## src/rtl/pc_gen_pkg.sv

```systemverilog
// -----------------------------------------------------------------------------
// pc_gen_pkg
// Shared definitions for the NPC next-PC generator:
//   - state_t   : fetch FSM state encoding (BOOT, RUN, FROZEN, HALT)
//   - src_t     : identifies which source supplies the next PC
//   - F3_*      : RV conditional-branch funct3 encodings
//   - RESET_PC_DEFAULT : default reset fetch address
//   - target_misaligned() : alignment check on the two target LSBs
// -----------------------------------------------------------------------------
package pc_gen_pkg;

   typedef enum logic [1:0] {
      ST_BOOT   = 2'd0,
      ST_RUN    = 2'd1,
      ST_FROZEN = 2'd2,
      ST_HALT   = 2'd3
   } state_t;

   typedef enum logic [2:0] {
      SRC_HOLD     = 3'd0,
      SRC_SEQ      = 3'd1,
      SRC_EX       = 3'd2,
      SRC_MRET     = 3'd3,
      SRC_TRAP     = 3'd4,
      SRC_MISALIGN = 3'd5
   } src_t;

   localparam logic [2:0] F3_BEQ  = 3'b000;
   localparam logic [2:0] F3_BNE  = 3'b001;
   localparam logic [2:0] F3_BLT  = 3'b100;
   localparam logic [2:0] F3_BGE  = 3'b101;
   localparam logic [2:0] F3_BLTU = 3'b110;
   localparam logic [2:0] F3_BGEU = 3'b111;

   localparam logic [63:0] RESET_PC_DEFAULT = 64'h0000_0000_8000_0000;

   // JALR already has bit0 cleared, so only bit1 matters for it; branch and
   // JAL targets are misaligned if either of the two LSBs is set.
   function automatic logic target_misaligned(input logic [1:0] lsbs,
                                              input logic       is_jalr);
      logic bad;
      if (is_jalr) begin
         bad = lsbs[1];
      end else begin
         bad = lsbs[1] | lsbs[0];
      end
      return bad;
   endfunction

endpackage : pc_gen_pkg

```

## src/rtl/pc_gen_br_cond.sv

```systemverilog
// -----------------------------------------------------------------------------
// br_cond
// Combinational RV conditional-branch resolver. Kept standalone so a future
// branch predictor can reuse the same comparator.
// Ports:
//   funct3 in  3     branch type (BEQ/BNE/BLT/BGE/BLTU/BGEU)
//   rs1    in  XLEN  first operand
//   rs2    in  XLEN  second operand
//   taken  out 1     branch condition holds; 0 for reserved funct3 010/011
// -----------------------------------------------------------------------------
module br_cond
   import pc_gen_pkg::*;
#(
   parameter int XLEN = 64
) (
   input  logic [2:0]      funct3,
   input  logic [XLEN-1:0] rs1,
   input  logic [XLEN-1:0] rs2,
   output logic            taken
);

   logic eq_s;
   logic lt_s;
   logic ltu_s;

   assign eq_s  = (rs1 == rs2);
   assign lt_s  = ($signed(rs1) < $signed(rs2));
   assign ltu_s = (rs1 < rs2);

   // Select the comparison matching the branch type.
   always_comb begin
      taken = 1'b0;
      case (funct3)
         F3_BEQ:  taken = eq_s;
         F3_BNE:  taken = ~eq_s;
         F3_BLT:  taken = lt_s;
         F3_BGE:  taken = ~lt_s;
         F3_BLTU: taken = ltu_s;
         F3_BGEU: taken = ~ltu_s;
         default: taken = 1'b0;
      endcase
   end

endmodule : br_cond

```

## src/rtl/pc_gen.sv

```systemverilog
// -----------------------------------------------------------------------------
// pc_gen
// Registered next-PC generator and fetch-address source for the NPC core.
// Owns the fetch PC, offers it to the IFU with a valid/ready handshake and
// arbitrates trap entry, mret return and EX-stage control-flow redirects.
//
// Optional feature macro: PC_GEN_MISALIGN_EN
//   defined   : misaligned EX targets are not taken; misalign pulses and the
//               pc is held while the front end is flushed.
//   undefined : misalign / misalign_addr tied to 0, targets used unmodified.
//
// Ports:
//   clk, rst_n        clock, asynchronous active-low reset
//   ena               global run enable (0 freezes pc and state)
//   halt              ebreak retire, enters HALT until reset
//   pc, pc_valid      fetch address offered to IFU
//   if_ready          IFU accepts pc this cycle
//   ex_*              resolved control-flow instruction from EX
//   trap_valid/vec    trap entry and its target
//   mret_valid/mepc   mret return and its target
//   flush             combinational; kill younger IF/ID instructions
//   misalign(_addr)   misaligned EX target report
//   redirect_cnt      saturating count of flushes
// -----------------------------------------------------------------------------
module pc_gen
   import pc_gen_pkg::*;
#(
   parameter int              XLEN       = 64,
   parameter logic [XLEN-1:0] RESET_PC   = XLEN'(RESET_PC_DEFAULT),
   parameter int              ILEN_BYTES = 4,
   parameter int              CNT_W      = 32
) (
   input  logic             clk,
   input  logic             rst_n,
   input  logic             ena,
   input  logic             halt,
   output logic [XLEN-1:0]  pc,
   output logic             pc_valid,
   input  logic             if_ready,
   input  logic             ex_valid,
   input  logic             ex_branch,
   input  logic             ex_jump,
   input  logic             ex_jalr,
   input  logic [2:0]       ex_funct3,
   input  logic [XLEN-1:0]  ex_pc,
   input  logic [XLEN-1:0]  ex_imm,
   input  logic [XLEN-1:0]  ex_rs1,
   input  logic [XLEN-1:0]  ex_rs2,
   input  logic             trap_valid,
   input  logic [XLEN-1:0]  trap_vec,
   input  logic             mret_valid,
   input  logic [XLEN-1:0]  mepc,
   output logic             flush,
   output logic             misalign,
   output logic [XLEN-1:0]  misalign_addr,
   output logic [CNT_W-1:0] redirect_cnt
);

   state_t            state_r;
   logic [XLEN-1:0]   pc_r;
   logic              pc_valid_r;
   logic [CNT_W-1:0]  cnt_r;

   logic              taken_s;
   logic              is_jalr_s;
   logic [XLEN-1:0]   br_target_s;
   logic [XLEN-1:0]   jalr_sum_s;
   logic [XLEN-1:0]   ex_target_s;
   logic              ex_take_s;
   logic              ex_bad_s;
   logic              active_s;
   src_t              src_s;
   logic [XLEN-1:0]   next_pc_s;
   logic              flush_s;

   br_cond #(
      .XLEN (XLEN)
   ) u_br_cond (
      .funct3 (ex_funct3),
      .rs1    (ex_rs1),
      .rs2    (ex_rs2),
      .taken  (taken_s)
   );

   // Target computation; all adds wrap modulo 2^XLEN.
   assign is_jalr_s   = ex_jump & ex_jalr;
   assign br_target_s = ex_pc + ex_imm;
   assign jalr_sum_s  = ex_rs1 + ex_imm;
   assign ex_target_s = is_jalr_s ? {jalr_sum_s[XLEN-1:1], 1'b0} : br_target_s;
   assign ex_take_s   = ex_valid & (ex_jump | (ex_branch & taken_s));

`ifdef PC_GEN_MISALIGN_EN
   assign ex_bad_s = target_misaligned(ex_target_s[1:0], is_jalr_s);
`else
   assign ex_bad_s = 1'b0;
`endif

   // Redirects and sequential advance are only considered while running or
   // frozen with ena high; a concurrent halt takes precedence over all of them.
   assign active_s = ena & ~halt &
                     ((state_r == ST_RUN) | (state_r == ST_FROZEN));

   // Next-PC arbitration: trap > mret > EX redirect > sequential > hold.
   // Redirects ignore the handshake; an unaccepted pc is simply discarded.
   always_comb begin
      src_s     = SRC_HOLD;
      next_pc_s = pc_r;
      if (!active_s) begin
         src_s     = SRC_HOLD;
         next_pc_s = pc_r;
      end else if (trap_valid) begin
         src_s     = SRC_TRAP;
         next_pc_s = trap_vec;
      end else if (mret_valid) begin
         src_s     = SRC_MRET;
         next_pc_s = mepc;
      end else if (ex_take_s && ex_bad_s) begin
         src_s     = SRC_MISALIGN;
         next_pc_s = pc_r;
      end else if (ex_take_s) begin
         src_s     = SRC_EX;
         next_pc_s = ex_target_s;
      end else if (pc_valid_r && if_ready) begin
         src_s     = SRC_SEQ;
         next_pc_s = pc_r + XLEN'(ILEN_BYTES);
      end else begin
         src_s     = SRC_HOLD;
         next_pc_s = pc_r;
      end
   end

   assign flush_s = (src_s == SRC_TRAP) | (src_s == SRC_MRET) |
                    (src_s == SRC_EX)   | (src_s == SRC_MISALIGN);

   // Fetch FSM with registered pc_valid; halt wins from any state.
   always_ff @(posedge clk or negedge rst_n) begin
      if (!rst_n) begin
         state_r    <= ST_BOOT;
         pc_valid_r <= 1'b0;
      end else if (halt) begin
         state_r    <= ST_HALT;
         pc_valid_r <= 1'b0;
      end else begin
         case (state_r)
            ST_BOOT: begin
               if (ena) begin
                  state_r    <= ST_RUN;
                  pc_valid_r <= 1'b1;
               end else begin
                  state_r    <= ST_BOOT;
                  pc_valid_r <= 1'b0;
               end
            end
            ST_RUN: begin
               if (ena) begin
                  state_r    <= ST_RUN;
                  pc_valid_r <= 1'b1;
               end else begin
                  state_r    <= ST_FROZEN;
                  pc_valid_r <= 1'b0;
               end
            end
            ST_FROZEN: begin
               if (ena) begin
                  state_r    <= ST_RUN;
                  pc_valid_r <= 1'b1;
               end else begin
                  state_r    <= ST_FROZEN;
                  pc_valid_r <= 1'b0;
               end
            end
            ST_HALT: begin
               state_r    <= ST_HALT;
               pc_valid_r <= 1'b0;
            end
            default: begin
               state_r    <= ST_BOOT;
               pc_valid_r <= 1'b0;
            end
         endcase
      end
   end

   // Architectural fetch PC.
   always_ff @(posedge clk or negedge rst_n) begin
      if (!rst_n) begin
         pc_r <= RESET_PC;
      end else begin
         pc_r <= next_pc_s;
      end
   end

   // Saturating redirect counter, one increment per flush.
   always_ff @(posedge clk or negedge rst_n) begin
      if (!rst_n) begin
         cnt_r <= {CNT_W{1'b0}};
      end else if (flush_s && !(&cnt_r)) begin
         cnt_r <= cnt_r + CNT_W'(1);
      end else begin
         cnt_r <= cnt_r;
      end
   end

`ifdef PC_GEN_MISALIGN_EN
   logic            misalign_r;
   logic [XLEN-1:0] misalign_addr_r;

   // One-cycle misalign pulse; the offending address is held until replaced.
   always_ff @(posedge clk or negedge rst_n) begin
      if (!rst_n) begin
         misalign_r      <= 1'b0;
         misalign_addr_r <= {XLEN{1'b0}};
      end else if (src_s == SRC_MISALIGN) begin
         misalign_r      <= 1'b1;
         misalign_addr_r <= ex_target_s;
      end else begin
         misalign_r      <= 1'b0;
         misalign_addr_r <= misalign_addr_r;
      end
   end

   assign misalign      = misalign_r;
   assign misalign_addr = misalign_addr_r;
`else
   assign misalign      = 1'b0;
   assign misalign_addr = {XLEN{1'b0}};
`endif

   assign pc           = pc_r;
   assign pc_valid     = pc_valid_r;
   assign flush        = flush_s;
   assign redirect_cnt = cnt_r;

endmodule : pc_gen

```

## config.mk

```make
export PLATFORM = sky130hd
export DESIGN_NAME = pc_gen
export DESIGN_NICKNAME = d
export VERILOG_FILES = /design/src/rtl/pc_gen_pkg.sv /design/src/rtl/pc_gen_br_cond.sv /design/src/rtl/pc_gen.sv
export SDC_FILE = /design/constraint.sdc
export NUM_CORES = 1
export LEC_CHECK = 0
export BUFFER_PORTS_ARGS = -buffer_cell sky130_fd_sc_hd__buf_2
export CAP_MARGIN = 20
export CORE_AREA = 2 2 220 222
export CTS_CLUSTER_DIAMETER = 50
export DETAILED_ROUTE_END_ITERATION = 10
export DIE_AREA = 0 0 222 224
export PLACE_DENSITY = 0.6
export SKIP_LAST_GASP = 1
export SYNTH_ARGS = -nofsm -noshare
export SYNTH_HDL_FRONTEND = slang
export SYNTH_SLANG_ARGS = --single-unit
```

## constraint.sdc

```tcl
create_clock -name clk -period 5.4 [get_ports clk]
set_clock_uncertainty 0.05 [all_clocks]
set_input_delay 1.08 -clock clk [delete_from_list [all_inputs] [get_ports clk]]
set_output_delay 1.08 -clock clk [all_outputs]
set_load 0.02 [all_outputs]
```

### After elaboration in Yosys (flattened, before gate mapping)

Index checks and enable logic that the tools add are counted.

| storage, ports and cells | value |
|---|---|
| latch bits | 0 |
| memory bits (read-only) | 0 |
| bits in registers | 99 |
| memories kept | 0 |
| RAM bits | 0 |
| word-level logic and storage cells | 65 |
| output and inout port bits | 163 |

| operators by class | value |
|---|---|
| bitwise operators | 14 |
| muxes and demuxes | 18 |
| shifts and indexed selects | 0 |
| divide/modulo/power cells | 0 |
| magnitude comparators | 2 |
| equal/unequal tests | 13 |
| $mul | 0 |
| reductions and logical operators | 10 |
| add/subtract/negate cells | 4 |

Operators with widths:

| kind | count |
|---|---|
| 2-to-1 mux 64 bit | 5 |
| adder 64 bit | 2 |
| < comparator 64 bit | 2 |
| adder 64 x 3 -> 64 bit, second input constant | 1 |
| == test 64 bit | 1 |
| adder 32 x 1 -> 32 bit, second input constant | 1 |
| AND reduction 32 bit | 1 |
| == test 3 bit, second input constant | 6 |
| 2-to-1 mux 3 bit | 3 |
| == test 3 x 2 -> 1 bit, second input constant | 2 |
| 2-to-1 mux 2 bit | 3 |
| one-hot mux 1 bit (6 select lines) | 1 |
| one-hot mux 2 bit (3 select lines) | 1 |
| bitwise AND 1 bit | 5 |
| bitwise OR 1 bit | 5 |
| == test 2 bit, second input constant | 2 |
| 2-to-1 mux 1 bit | 4 |
| inverter 1 bit | 4 |
| nonzero test 4 bit | 1 |
| == test 3 x 1 -> 1 bit, second input constant | 1 |
| zero test 3 bit | 1 |
| OR reduction 3 bit | 1 |
| == test 2 x 1 -> 1 bit, second input constant | 1 |
| logical AND 1 bit | 2 |
| other kinds (5) | 5 |

### Longest topological paths before layout

Gate-level depths: netlist of run 1.

| depth | value |
|---|---|
| word-level depth | 15 |
| mapped depth | 16 |

### Modules after synthesis

Synthesis of run 1 repeated with hierarchy kept, for this count alone.

| unflattened totals | value |
|---|---|
| cell total of the unflattened synthesis | 2392 |
| area, all modules | 17226.5 um2 |

By module, submodules not included:

| module | sequential area each (um2) | cells each | area each (um2) | instances |
|---|---|---|---|---|
| pc_gen | 2478.6 | 2155 | 15549.9 | 1 |
| br_cond | 0.0 | 237 | 1676.6 | 1 |

### Least setup slack after synthesis of run 1

OpenSTA, ideal clock, no wires.

| timing path | value |
|---|---|
| path kind | input to output |
| start point | input port ex_rs2[41] |
| end point | output port flush |
| setup slack | 0.275 ns |
| path buffers | 0 |
| stages on the path | 12 |
| data arrival time | 3.995 ns |
| cells stage by stage | inv_1 ha_1 a21oi_1 o21ai_1 a221o_1 a2111o_1 a211o_1 or3b_4 a221oi_2 nor2_2 o31ai_4 inv_2 |

| on the way | value |
|---|---|
| word-level cells in the longest chain between the ends | 14 |
| elaborated cells on any way between the ends | 21 |
| classes of those cells | order compare: 2; eq/ne: 5; mux: 5; bitwise: 9 |

Ends and longest elaborated chain:

| element | line | RTL |
|---|---|---|
| start, declared | pc_gen.sv:48 | `input logic [XLEN-1:0] ex_rs2,` |
| < comparator 64 bit (tied with other cells) | pc_gen_br_cond.sv:28 | `assign ltu_s = (rs1 < rs2);` |
| inverter 1 bit (on tied branches) | pc_gen_br_cond.sv:39, pc_gen_br_cond.sv:35, pc_gen_br_cond.sv:37 |  |
| one-hot mux 1 bit (6 select lines) (*) | pc_gen_br_cond.sv:33 | `case (funct3)` |
| bitwise AND 1 bit (*) | pc_gen.sv:90 | `assign ex_take_s = ex_valid & (ex_jump \| (ex_branch & taken_s));` |
| bitwise OR 1 bit (*) | pc_gen.sv:90 |  |
| bitwise AND 1 bit (*) | pc_gen.sv:90 |  |
| 2-to-1 mux 2 bit (*) | pc_gen.sv:120 | `end else if (ex_take_s) begin` |
| 2-to-1 mux 3 bit (*) | pc_gen.sv:114 | `end else if (mret_valid) begin` |
| 2-to-1 mux 3 bit (*) | pc_gen.sv:111 | `end else if (trap_valid) begin` |
| 2-to-1 mux 3 bit (*) | pc_gen.sv:108 | `if (!active_s) begin` |
| == test 3 bit / == test 3 x 2 -> 1 bit (equally long branches) | pc_gen.sv:132 | `assign flush_s = (src_s == SRC_TRAP) \| (src_s == SRC_MRET) \|` |
| bitwise OR 1 bit (2 in series) | pc_gen.sv:132 |  |
| bitwise OR 1 bit (*) | pc_gen.sv:133 | `(src_s == SRC_EX) \| (src_s == SRC_MISALIGN);` |
| end, declared | pc_gen.sv:53 | `output logic flush,` |

Every way passes the cells marked *; elsewhere a longest branch is shown, timed or not.

### Worst setup path in the final report of run 1

| timing path | value |
|---|---|
| start point | input port ex_rs1[43] |
| end point | output port flush |

| on the way | value |
|---|---|
| word-level cells in the longest chain between the ends | 14 |
| elaborated cells on any way between the ends | 21 |
| classes of those cells | order compare: 2; eq/ne: 5; mux: 5; bitwise: 9 |

Ends and longest elaborated chain:

| element | line | RTL |
|---|---|---|
| start, declared | pc_gen.sv:47 | `input logic [XLEN-1:0] ex_rs1,` |
| < comparator 64 bit (tied with other cells) | pc_gen_br_cond.sv:28 |  |
| inverter 1 bit (on tied branches) | pc_gen_br_cond.sv:39, pc_gen_br_cond.sv:35, pc_gen_br_cond.sv:37 |  |
| one-hot mux 1 bit (6 select lines) (*) | pc_gen_br_cond.sv:33 |  |
| bitwise AND 1 bit (*) | pc_gen.sv:90 |  |
| bitwise OR 1 bit (*) | pc_gen.sv:90 |  |
| bitwise AND 1 bit (*) | pc_gen.sv:90 |  |
| 2-to-1 mux 2 bit (*) | pc_gen.sv:120 |  |
| 2-to-1 mux 3 bit (*) | pc_gen.sv:114 |  |
| 2-to-1 mux 3 bit (*) | pc_gen.sv:111 |  |
| 2-to-1 mux 3 bit (*) | pc_gen.sv:108 |  |
| == test 3 bit / == test 3 x 2 -> 1 bit (equally long branches) | pc_gen.sv:132 |  |
| bitwise OR 1 bit (2 in series) | pc_gen.sv:132 |  |
| bitwise OR 1 bit (*) | pc_gen.sv:133 |  |

Marked as above.

==> results_dict.tcl, run 1 <==
set metrics [dict create \
    drtIter0Drc 1886 \
    rows 80 \
    wl_per_cell_um 23.35 \
    antenna_found_initial 7 \
    grt_overflow 0 \
    dieArea_um2 49730 \
    yosysTopAreaCell "dfrtp_1" \
    status "completed" \
    grt_max_degree 85 \
    cts_hold_buf 0 \
    final_nets 3531 \
    num_vias 21050 \
    r2r_start "pc[15]" \
    die_w_um 222 \
    cts_made_buffers 9 \
    clk_pin_slew_ps 80 \
    num_io_pins 561 \
    areaGrowthSynthToFinish_pct 21.61 \
    slew_violations 0 \
    htree_num_levels 3 \
    fin_crit_ps 5380 \
    finalPower_mw 4.129 \
    synth_top_area_share_pct 14.04 \
    syn_area_um2 17470 \
    final_common_cell "buf_2" \
    grt_first_pass_wirelength_mm 123.2 \
    critPathRequiredTime_ps 4270 \
    cts_num_sinks 99 \
    globalplace.congestion 1.004 \
    drive_above_1_share_pct 22.56 \
    ys.flop_type "dfrtp_1" \
    tightest_slew_ps 1026 \
    yosys_register_bits 99 \
    insertion_delay_ps 360 \
    seq_area_um2 2479 \
    drtAntennaViolNets 0 \
    worstPathArrival_ps 4250 \
    start_kind "input pin" \
    relSlewSlack_pct 31.63 \
    finalSetupViolCount 0 \
    async_reset_ff_share_pct 100.0 \
    start_util_pct 36.89 \
    yosysWarnings 0 \
    maxCapViolations 0 \
    crit_path_top_delay_cell "a2111o_1" \
    slowest_delay_ps 430 \
    synth-edff-count 0 \
    grt_pass1_vias 19780 \
    syn_inst 2444 \
    avgViaCountPerCell 5.915 \
    cp_cell_sequence "buf_2 -> ha_1 -> a21oi_1 -> o21ai_1 -> a221o_1 -> a2111o_1 -> a211o_1 -> or3b_4 -> a221oi_4 -> nor2_2 -> o31ai_4 -> inv_2 -> buf_6" \
    dr.pass1.iters 5 \
    synth.area.top_cells "dfrtp_1 (14%), ha_1 (14%), a21oi_1 (6.7%), xnor2_1 (5.7%), o21ai_0 (5.3%)" \
    worstSetupStartpoint "ex_rs1[43]" \
    reg2reg_to "pc[49]" \
    core_um2 47350 \
    post-route-util_pct 44.87 \
    worst_r2r_path_depth 9 \
    grt_use_total_pct 31.98 \
    rsz0062_at_grt "yes" \
    end_kind "output pin" \
    cts_tree "done" \
    max_clock_freq_mhz 185.9 \
    hold_ws_ps 432.2 \
    post-route-drc-count 0 \
    numPortBuffers 495 \
    synthDistinctLibCells 87 \
    seq_area_frac_synth_pct 14.19 \
    reg2reg_slack_ps 1800 \
    finalCritPeriodShare_pct 99.63 \
    fillCellCount 4942 \
    mostFrequentLayoutCells "buf_2 (493), nand2_1 (246), a21oi_1 (233), ha_1 (192), o21ai_0 (186)" \
    dp_hpwl_mm 69.21 \
    die_h_um 224 \
    crit_end "flush" \
    cts.path.max_buffers 2 \
    ir_drop_uv 153.3 \
    cts-root-buf "clkbuf_16" \
    power.density_nw_per_um2 194.4 \
    holdCritPathClass "reg -> reg" \
    totalWireLength_mm 83.11 \
    multi_input_area_um2 13870 \
    p_leak_nw 10.17 \
    hold_viol_final 0 \
    critPathMaxFanout 2 \
    worstSetupPathType "in -> out" \
    syn_area_per_cell_um2 7.147 \
]
==> per-layer routing <==
metal / vias to the layer above / routed length [um] / global-route usage, %
met2: 941 / 36780 / 51.28
met5: - / 40 / 0
met4: 8 / 2207 / 7.999
li1: 9916 / - / -
met1: 10080 / 38220 / 45.14
met3: 110 / 5854 / 4.315
==> cell type report <==
cell class                      count  share of cell area, %
Clock inverter                      6                 0.3416
Tap cell                          615                  3.623
Antenna cell                        1                0.01178
Timing Repair Buffer              605                  15.94
Multi-Input combinational cell   2108                  65.31
Clock buffer                       10                  1.078
Sequential cell                    99                  11.67
Inverter                          115                  2.032
==> state kept, by name, indices dropped and copies added, names as in the netlist <==
register / flops
pc: 64
redirect_cnt: 32
state_r: 2
pc_valid: 1
==> through the flow <==
| step | setup TNS [ps] | cells | worst slack [ps] | instance area, um^2 |
|---|---|---|---|---|
| 2_1_floorplan | 0 | 2508 | 275.4 | 17710 |
| 3_3_place_gp | -196.4 | 3538 | -196.4 | 20820 |
| 3_5_place_dp | -170.4 | 3538 | -170.4 | 20820 |
| 4_1_cts | 0 | 3556 | 10.07 | 21190 |
| 5_1_grt | -85.45 | 3558 | -85.45 | 21240 |
| 6_report | 0 | 3559 | 19.77 | 21240 |
==> how the worst min path moves through the flow <==
stage	from	end	cells after the start
after global placement	pc[0]	pc[0]	2
after CTS	pc[1]	pc[1]	2
after detailed placement	pc[1]	pc[1]	2
after global routing	redirect_cnt[12]	redirect_cnt[12]	1
final	pc[1]	pc[1]	2
after floorplan	state_r[1]	pc_valid	2
==> worst max-delay path: cells and delay by family <==
family	cells	cell delay, ps
AO/OA/AOI/OAI	7	1980
AND/OR/NAND/NOR	2	510
buffers and inverters	3	380
adder cells (fa/ha/maj)	1	300
==> logic make-up (layout without fill, tap and decap cells) <==
| logic type | count (synthesis) | in the layout | synth area share [%] |
|---|---|---|---|
| AND/OR/NAND/NOR | 827 | 827 | 23.32 |
| AO/OA/AOI/OAI | 817 | 817 | 29.86 |
| buffers and inverters | 301 | 736 | 8.180 |
| adder cells (fa/ha/maj) | 195 | 195 | 14.05 |
| XOR/XNOR | 186 | 186 | 9.327 |
| flip-flops | 99 | 99 | 14.19 |
| multiplexers | 18 | 18 | 1.046 |
| other | 1 | 66 | 0.02147 |
==> synth_stat cells, drive strengths merged, types with 9 or more instances <==
cell type,instances
nor4,17
a21oi,235
o22ai,12
nor2b,13
and3,42
a221oi,9
mux2i,16
inv,113
nor3,50
o31a,9
o211ai,37
dfrtp,98
or2,10
o21bai,23
and4,14
and2,14
o21ai,189
clkbuf,93
o21a,21
nand2,247
ha,193
a31oi,60
a21o,61
a211oi,34
or3,56
nor2,156
xor2,73
buf,93
nand3,99
nand2b,19
nand4,70
a211o,11
o31ai,24
xnor2,113
==> repair_timing <==
action,CTS,global route
buffers inserted,2,1
pin swaps,7,1
setup endpoints to repair,1,1
gates resized for setup,8,3
==> report_power, final <==
group / switching, mW / internal [mW]
Clock: 0.329 / 0.366
Combinational: 1.47 / 0.905
Sequential: 0.212 / 0.846
Note: power is estimated with default switching activity, not from simulation.
==> run 2, diff against run 1 <==
--- a/config.mk
+++ b/config.mk
@@ -7,12 +7,13 @@
 export LEC_CHECK = 0
 export BUFFER_PORTS_ARGS = -buffer_cell sky130_fd_sc_hd__buf_2
 export CAP_MARGIN = 20
-export CORE_AREA = 2 2 220 222
+export CORE_AREA = 2 2 219 221
 export CTS_CLUSTER_DIAMETER = 50
 export DETAILED_ROUTE_END_ITERATION = 10
-export DIE_AREA = 0 0 222 224
+export DIE_AREA = 0 0 221 223
 export PLACE_DENSITY = 0.6
 export SKIP_LAST_GASP = 1
 export SYNTH_ARGS = -nofsm -noshare
 export SYNTH_HDL_FRONTEND = slang
+export SYNTH_HIERARCHICAL = 1
 export SYNTH_SLANG_ARGS = --single-unit
==> results_dict.tcl, run 2 <==
set metrics [dict create \
    async_reset_ff_share_pct 100.0 \
    post-route-util_pct 43.37 \
    insertion_delay_ps 370 \
    net-switching-power_mw 1.899 \
    ir_drop_uv 231.4 \
    hold_ws_ps 437.7 \
    drtIter0Drc 2187 \
    crit_end "flush" \
    yosysWarnings 6 \
    synthTopCellsByCount "a21oi_1 (264), nand2_1 (217), ha_1 (193)" \
    slowest_delay_ps 570 \
    crit_path_top_delay_cell "or4b_4" \
    antenna_found_initial 12 \
    dp.cells 3412 \
    hold_viol_final 0 \
    synth.area.top_cells "dfrtp_1 (14%), ha_1 (14%), a21oi_1 (7.7%), xnor2_1 (6.5%), nand2_1 (4.7%)" \
    avgViaCountPerCell 6.017 \
    seq_area_frac_synth_pct 14.39 \
    mostFrequentLayoutCells "buf_2 (494), a21oi_1 (262), nand2_1 (217), ha_1 (193), nor2_1 (176)" \
    p_leak_nw 9.888 \
    p_comb_share_pct 55.8 \
    synthDistinctLibCells 94 \
    power.density_nw_per_um2 193.2 \
    start_kind "input pin" \
    synth-edff-count 0 \
    clk_pin_slew_ps 80 \
    worstPathArrival_ps 4160 \
    fin_setup_tns_ps 0 \
    holdCritPathClass "reg -> reg" \
    syn_area_per_cell_um2 7.202 \
    critPathMaxFanout 4 \
    intPower_mw 2.052 \
    cts.path.max_buffers 2 \
    totalWireLength_mm 83.64 \
    rsz0062_at_grt "no" \
    grt_max_degree 66 \
    yosysTopAreaCell "dfrtp_1" \
    cts_tree "done" \
    drive_above_1_share_pct 21.72 \
    placed_area_um2 20100 \
    slew_violations 0 \
    use_met2_pct 51.18 \
    end_kind "output pin" \
    cts_num_sinks 99 \
    grt_overflow 0 \
    p_sw_share_pct 48.07 \
    dp_hpwl_mm 70.26 \
    post-route-drc-count 0 \
    htree_num_levels 3 \
    stdcell_area_um2 20450 \
    grt_use_total_pct 32.31 \
    finalSetupViolCount 0 \
    reg2reg_slack_ps 1860 \
    syn_area_um2 17230 \
    use_met3_pct 4.899 \
    worst_r2r_path_depth 9 \
    setup_slack_ps 112.8 \
    die_w_um 221 \
    rows 80 \
    dr.pass1.iters 6 \
    pre_cts_slack_ps 0.3690 \
    post-synth-top-count-cell "a21oi_1" \
    yosys_register_bits 99 \
    cp_cell_sequence "buf_2 -> ha_1 -> nor2b_4 -> o211ai_2 -> a21boi_1 -> or4b_4 -> a21oi_2 -> o221ai_2 -> xnor2_1 -> a21o_1 -> a21oi_2 -> o21ai_2 -> nor2_1 -> nor2_1 -> buf_4 -> buf_2" \
    p_seq_share_pct 25.7 \
    pwr-share-clk_pct 18.4 \
    num_vias 20690 \
    ys.flop_type "dfrtp_1" \
    critPathTopFamily "compound AO/OA/AOI/OAI gates" \
    worstSetupPathType "in -> out" \
    cts_hold_buf 0 \
    cts-root-buf "clkbuf_16" \
    tightest_slew_ps 996.2 \
    drtAntennaViolNets 0 \
    finalPower_mw 3.951 \
    final_common_cell "buf_2" \
    num_io_pins 561 \
    final_nets 3401 \
    worstSetupStartpoint "ex_rs1[1]" \
    critPathRequiredTime_ps 4270 \
    maxCapViolations 0 \
    grt_pass1_vias 19680 \
    status "completed" \
    reg2reg_to "pc[56]" \
    relSlewSlack_pct 31.87 \
    max_clock_freq_mhz 189.1 \
    largest_reg_flops 64 \
    dieArea_um2 49280 \
    fin_crit_ps 5287 \
    syn_inst 2392 \
    met1_usage_pct 45.15 \
    finalCritPeriodShare_pct 97.91 \
    globalplace.congestion 0.9941 \
    core_um2 47150 \
    wl_per_cell_um 24.33 \
    start_util_pct 36.54 \
    numPortBuffers 495 \
    grt_first_pass_wirelength_mm 122.8 \
    die_h_um 223 \
    path_depth 16 \
    path_buf_inv 3 \
    stdcell_count 3438 \
    r2r_start "pc[10]" \
    top_usage_layer "met2" \
    cts_made_buffers 9 \
    synth_top_area_share_pct 14.24 \
    areaGrowthSynthToFinish_pct 18.69 \
]
-- run 2: cells by family after synthesis --
group | after synthesis | synth area share (%)
flops | 99 | 14.39
simple gates | 782 | 22.47
fa+ha+maj | 195 | 14.25
xor+xnor | 180 | 9.152
buf+inv | 303 | 8.120
mux | 14 | 0.8353
other cells | 1 | 0.02177
compound gates | 818 | 30.77
-- run 2: how the worst min path moves through the flow --
stage | start | endpoint | cells after the start
after global routing | redirect_cnt[9] | redirect_cnt[9] | 1
final | redirect_cnt[25] | redirect_cnt[25] | 1
after CTS | redirect_cnt[25] | redirect_cnt[25] | 1
after detailed placement | redirect_cnt[25] | redirect_cnt[25] | 1
after global placement | redirect_cnt[11] | redirect_cnt[11] | 1
after floorplan | pc[31] | pc[31] | 2
-- run 2: layer usage --
metal | part of all wire (%) | routed length (um)
met5 | 0 | 0
met4 | 2.5 | 2128
met3 | 7.8 | 6517
met2 | 45 | 37310
met1 | 45 | 37690
-- run 2: layout make-up --
cell class | count | area, um^2
diodes | 10 | 25.02
clock buffers | 9 | 225.2
clock inverters | 7 | 92.59
fillers | 4963 | 26700
inverters | 107 | 401.6
multi-input cells | 2054 | 13620
flip-flops and latches | 99 | 2479
well taps | 615 | 769.5
repair buffers | 537 | 2833
-- run 2: timing repair --
action	in CTS	in global routing
resized for setup	0	1
buffers inserted	0	0
setup endpoints to repair	0	1
-- run 2: power by group through the flow --
stage	clock (mW)	sequential [mW]	combinational [mW]
floorplan	0	1.10	1.25
global placement	0	1.02	2.15
detailed placement	0	1.02	2.15
CTS	0.735	1.01	2.16
global route	0.757	1.03	2.38
finish	0.728	1.02	2.21
==> run 3, diff against run 2 <==
==> constraint.sdc (replaced) <==
create_clock -name clk -period 5.4 [get_ports clk]
set_clock_uncertainty 0.05 [all_clocks]
set_input_delay 1.08 -clock clk [delete_from_list [all_inputs] [get_ports clk]]
set_output_delay 1.08 -clock clk [all_outputs]
set_load 0.1 [all_outputs]
==> results_dict.tcl, run 3 (synthesized netlist as in run 2, its figures left out) <==
set metrics [dict create \
    critPathMaxFanout 6 \
    die_w_um 221 \
    relSlewSlack_pct 18.40 \
    htree_num_levels 3 \
    net-switching-power_mw 2.644 \
    largest_reg_flops 64 \
    worst_r2r_path_depth 9 \
    pre_cts_slack_ps 65.83 \
    critPathTopFamily "compound AO/OA/AOI/OAI gates" \
    start_kind "input pin" \
    maxCapViolations 0 \
    clk_pin_slew_ps 70 \
    grt_first_pass_wirelength_mm 119.7 \
    globalplace.congestion 0.9615 \
    avgViaCountPerCell 5.965 \
    path_depth 16 \
    numPortBuffers 495 \
    antenna_found_initial 8 \
    grt_use_total_pct 31.49 \
    start_util_pct 36.54 \
    reg2reg_slack_ps 1860 \
    finalSetupViolCount 0 \
    fin_crit_ps 5319 \
    power.density_nw_per_um2 226.1 \
    die_h_um 223 \
    final_nets 3405 \
    slew_violations 0 \
    fillCellCount 4950 \
    dr.pass1.iters 5 \
    use_met3_pct 3.253 \
    hold_end "redirect_cnt[31]" \
    use_met2_pct 50.02 \
    cp_cell_sequence "buf_2 -> ha_1 -> nor2b_4 -> o211ai_2 -> a21boi_1 -> or4b_4 -> a21oi_2 -> o221ai_2 -> xnor2_1 -> a21o_1 -> a21oi_2 -> o21ai_2 -> nor2_1 -> buf_4 -> nor2_4 -> buf_12" \
    top_usage_layer "met2" \
    cts_num_sinks 99 \
    p_leak_nw 9.889 \
    worstHoldStart "redirect_cnt[31]" \
    end_kind "output pin" \
    tightest_slew_ps 1211 \
    grt_overflow 0 \
    critPathRequiredTime_ps 4270 \
    fin_setup_tns_ps 0 \
    pwr-share-clk_pct 13.6 \
    setup_slack_ps 81.09 \
    stdcell_count 3438 \
    post-route-util_pct 43.34 \
    p_seq_share_pct 22.0 \
    cts-root-buf "clkbuf_16" \
    grt_pass1_vias 19200 \
    finalCritPeriodShare_pct 98.50 \
    grt_max_degree 59 \
    cts_made_buffers 9 \
    dieArea_um2 49280 \
    crit_top_cell "a21oi_2" \
    cts.path.max_buffers 2 \
    num_io_pins 561 \
    r2r_start "pc[10]" \
    mostFrequentLayoutCells "buf_2 (493), a21oi_1 (262), nand2_1 (217), ha_1 (193), nor2_1 (175)" \
    dp.cells 3416 \
    p_comb_share_pct 64.4 \
    rows 80 \
    ir_drop_uv 264.6 \
    drive_above_1_share_pct 21.80 \
    worstPathArrival_ps 4190 \
    core_um2 47150 \
    cts_hold_buf 0 \
    p_sw_share_pct 57.25 \
    path_buf_inv 3 \
    max_clock_freq_mhz 188.0 \
    num_vias 20510 \
    worstSetupPathType "in -> out" \
    intPower_mw 1.974 \
    insertion_delay_ps 360 \
    dp_hpwl_mm 69.31 \
    rsz0062_at_grt "no" \
    final_common_cell "buf_2" \
    totalWireLength_mm 81.85 \
    hold_ws_ps 437.7 \
    min_path_cells 1 \
    drtAntennaViolNets 0 \
    wl_per_cell_um 23.81 \
    met1_usage_pct 45.08 \
    drtIter0Drc 1985 \
    reg2reg_to "pc[56]" \
    hold_viol_final 0 \
    crit_path_top_delay_cell "or4b_4" \
    areaGrowthSynthToFinish_pct 18.60 \
    status "completed" \
    slowest_delay_ps 570 \
    holdCritPathClass "reg -> reg" \
    cts_tree "done" \
    post-route-drc-count 0 \
]
run 3: how the worst max path moves through the flow:
| stage | from | endpoint | slack, ps |
|---|---|---|---|
| 6_report | ex_rs1[1] | flush | 80 |
| 3_5_place_dp | ex_rs1[1] | pc[51] | 70 |
| 5_1_grt | ex_rs2[11] | flush | 30 |
| 4_1_cts | ex_rs1[1] | flush | 100 |
| 3_3_place_gp | ex_rs1[1] | flush | 120 |
| 2_1_floorplan | ex_rs2[14] | redirect_cnt[30] | 190 |
run 3: final cells by class:
cell class | instances | area [um^2] | area share (%)
clock inverter | 4 | 26.28 | 0.1286
clock buffer | 12 | 246.5 | 1.206
multi-input combinational | 2054 | 13630 | 66.70
sequential | 99 | 2479 | 12.13
antenna | 6 | 15.01 | 0.07349
inverter | 107 | 401.6 | 1.966
tap | 615 | 769.5 | 3.766
timing repair buffer | 541 | 2865 | 14.02
run 3: power groups by stage:
| stage | Sequential (mW) | Combinational [mW] | Clock, mW |
|---|---|---|---|
| after floorplan | 1.71 | 1.41 | 0 |
| after global placement | 1.02 | 2.92 | 0 |
| after detailed placement | 1.02 | 2.93 | 0 |
| after CTS | 1.01 | 2.94 | 0.645 |
| after global routing | 1.03 | 3.14 | 0.669 |
| final | 1.02 | 2.97 | 0.629 |
run 3: stage by stage:
stage | area [um^2] | power (mW)
floorplan | 17470 | 3.120
global placement | 20140 | 3.941
detailed placement | 20140 | 3.949
CTS | 20410 | 4.589
global route | 20430 | 4.843
finish | 20430 | 4.619
run 3: per-layer routing:
layer	part of all wire, %	wire [um]
met1	46	37640
met2	44	36210
met3	7.2	5933
met4	2.5	2062
met5	0	0
run 3: timing repair:
item	in CTS	in global routing
buffers inserted	0	0
setup endpoints to repair	0	1
gates resized for setup	0	1
endpoints found under the hold margin	0	0
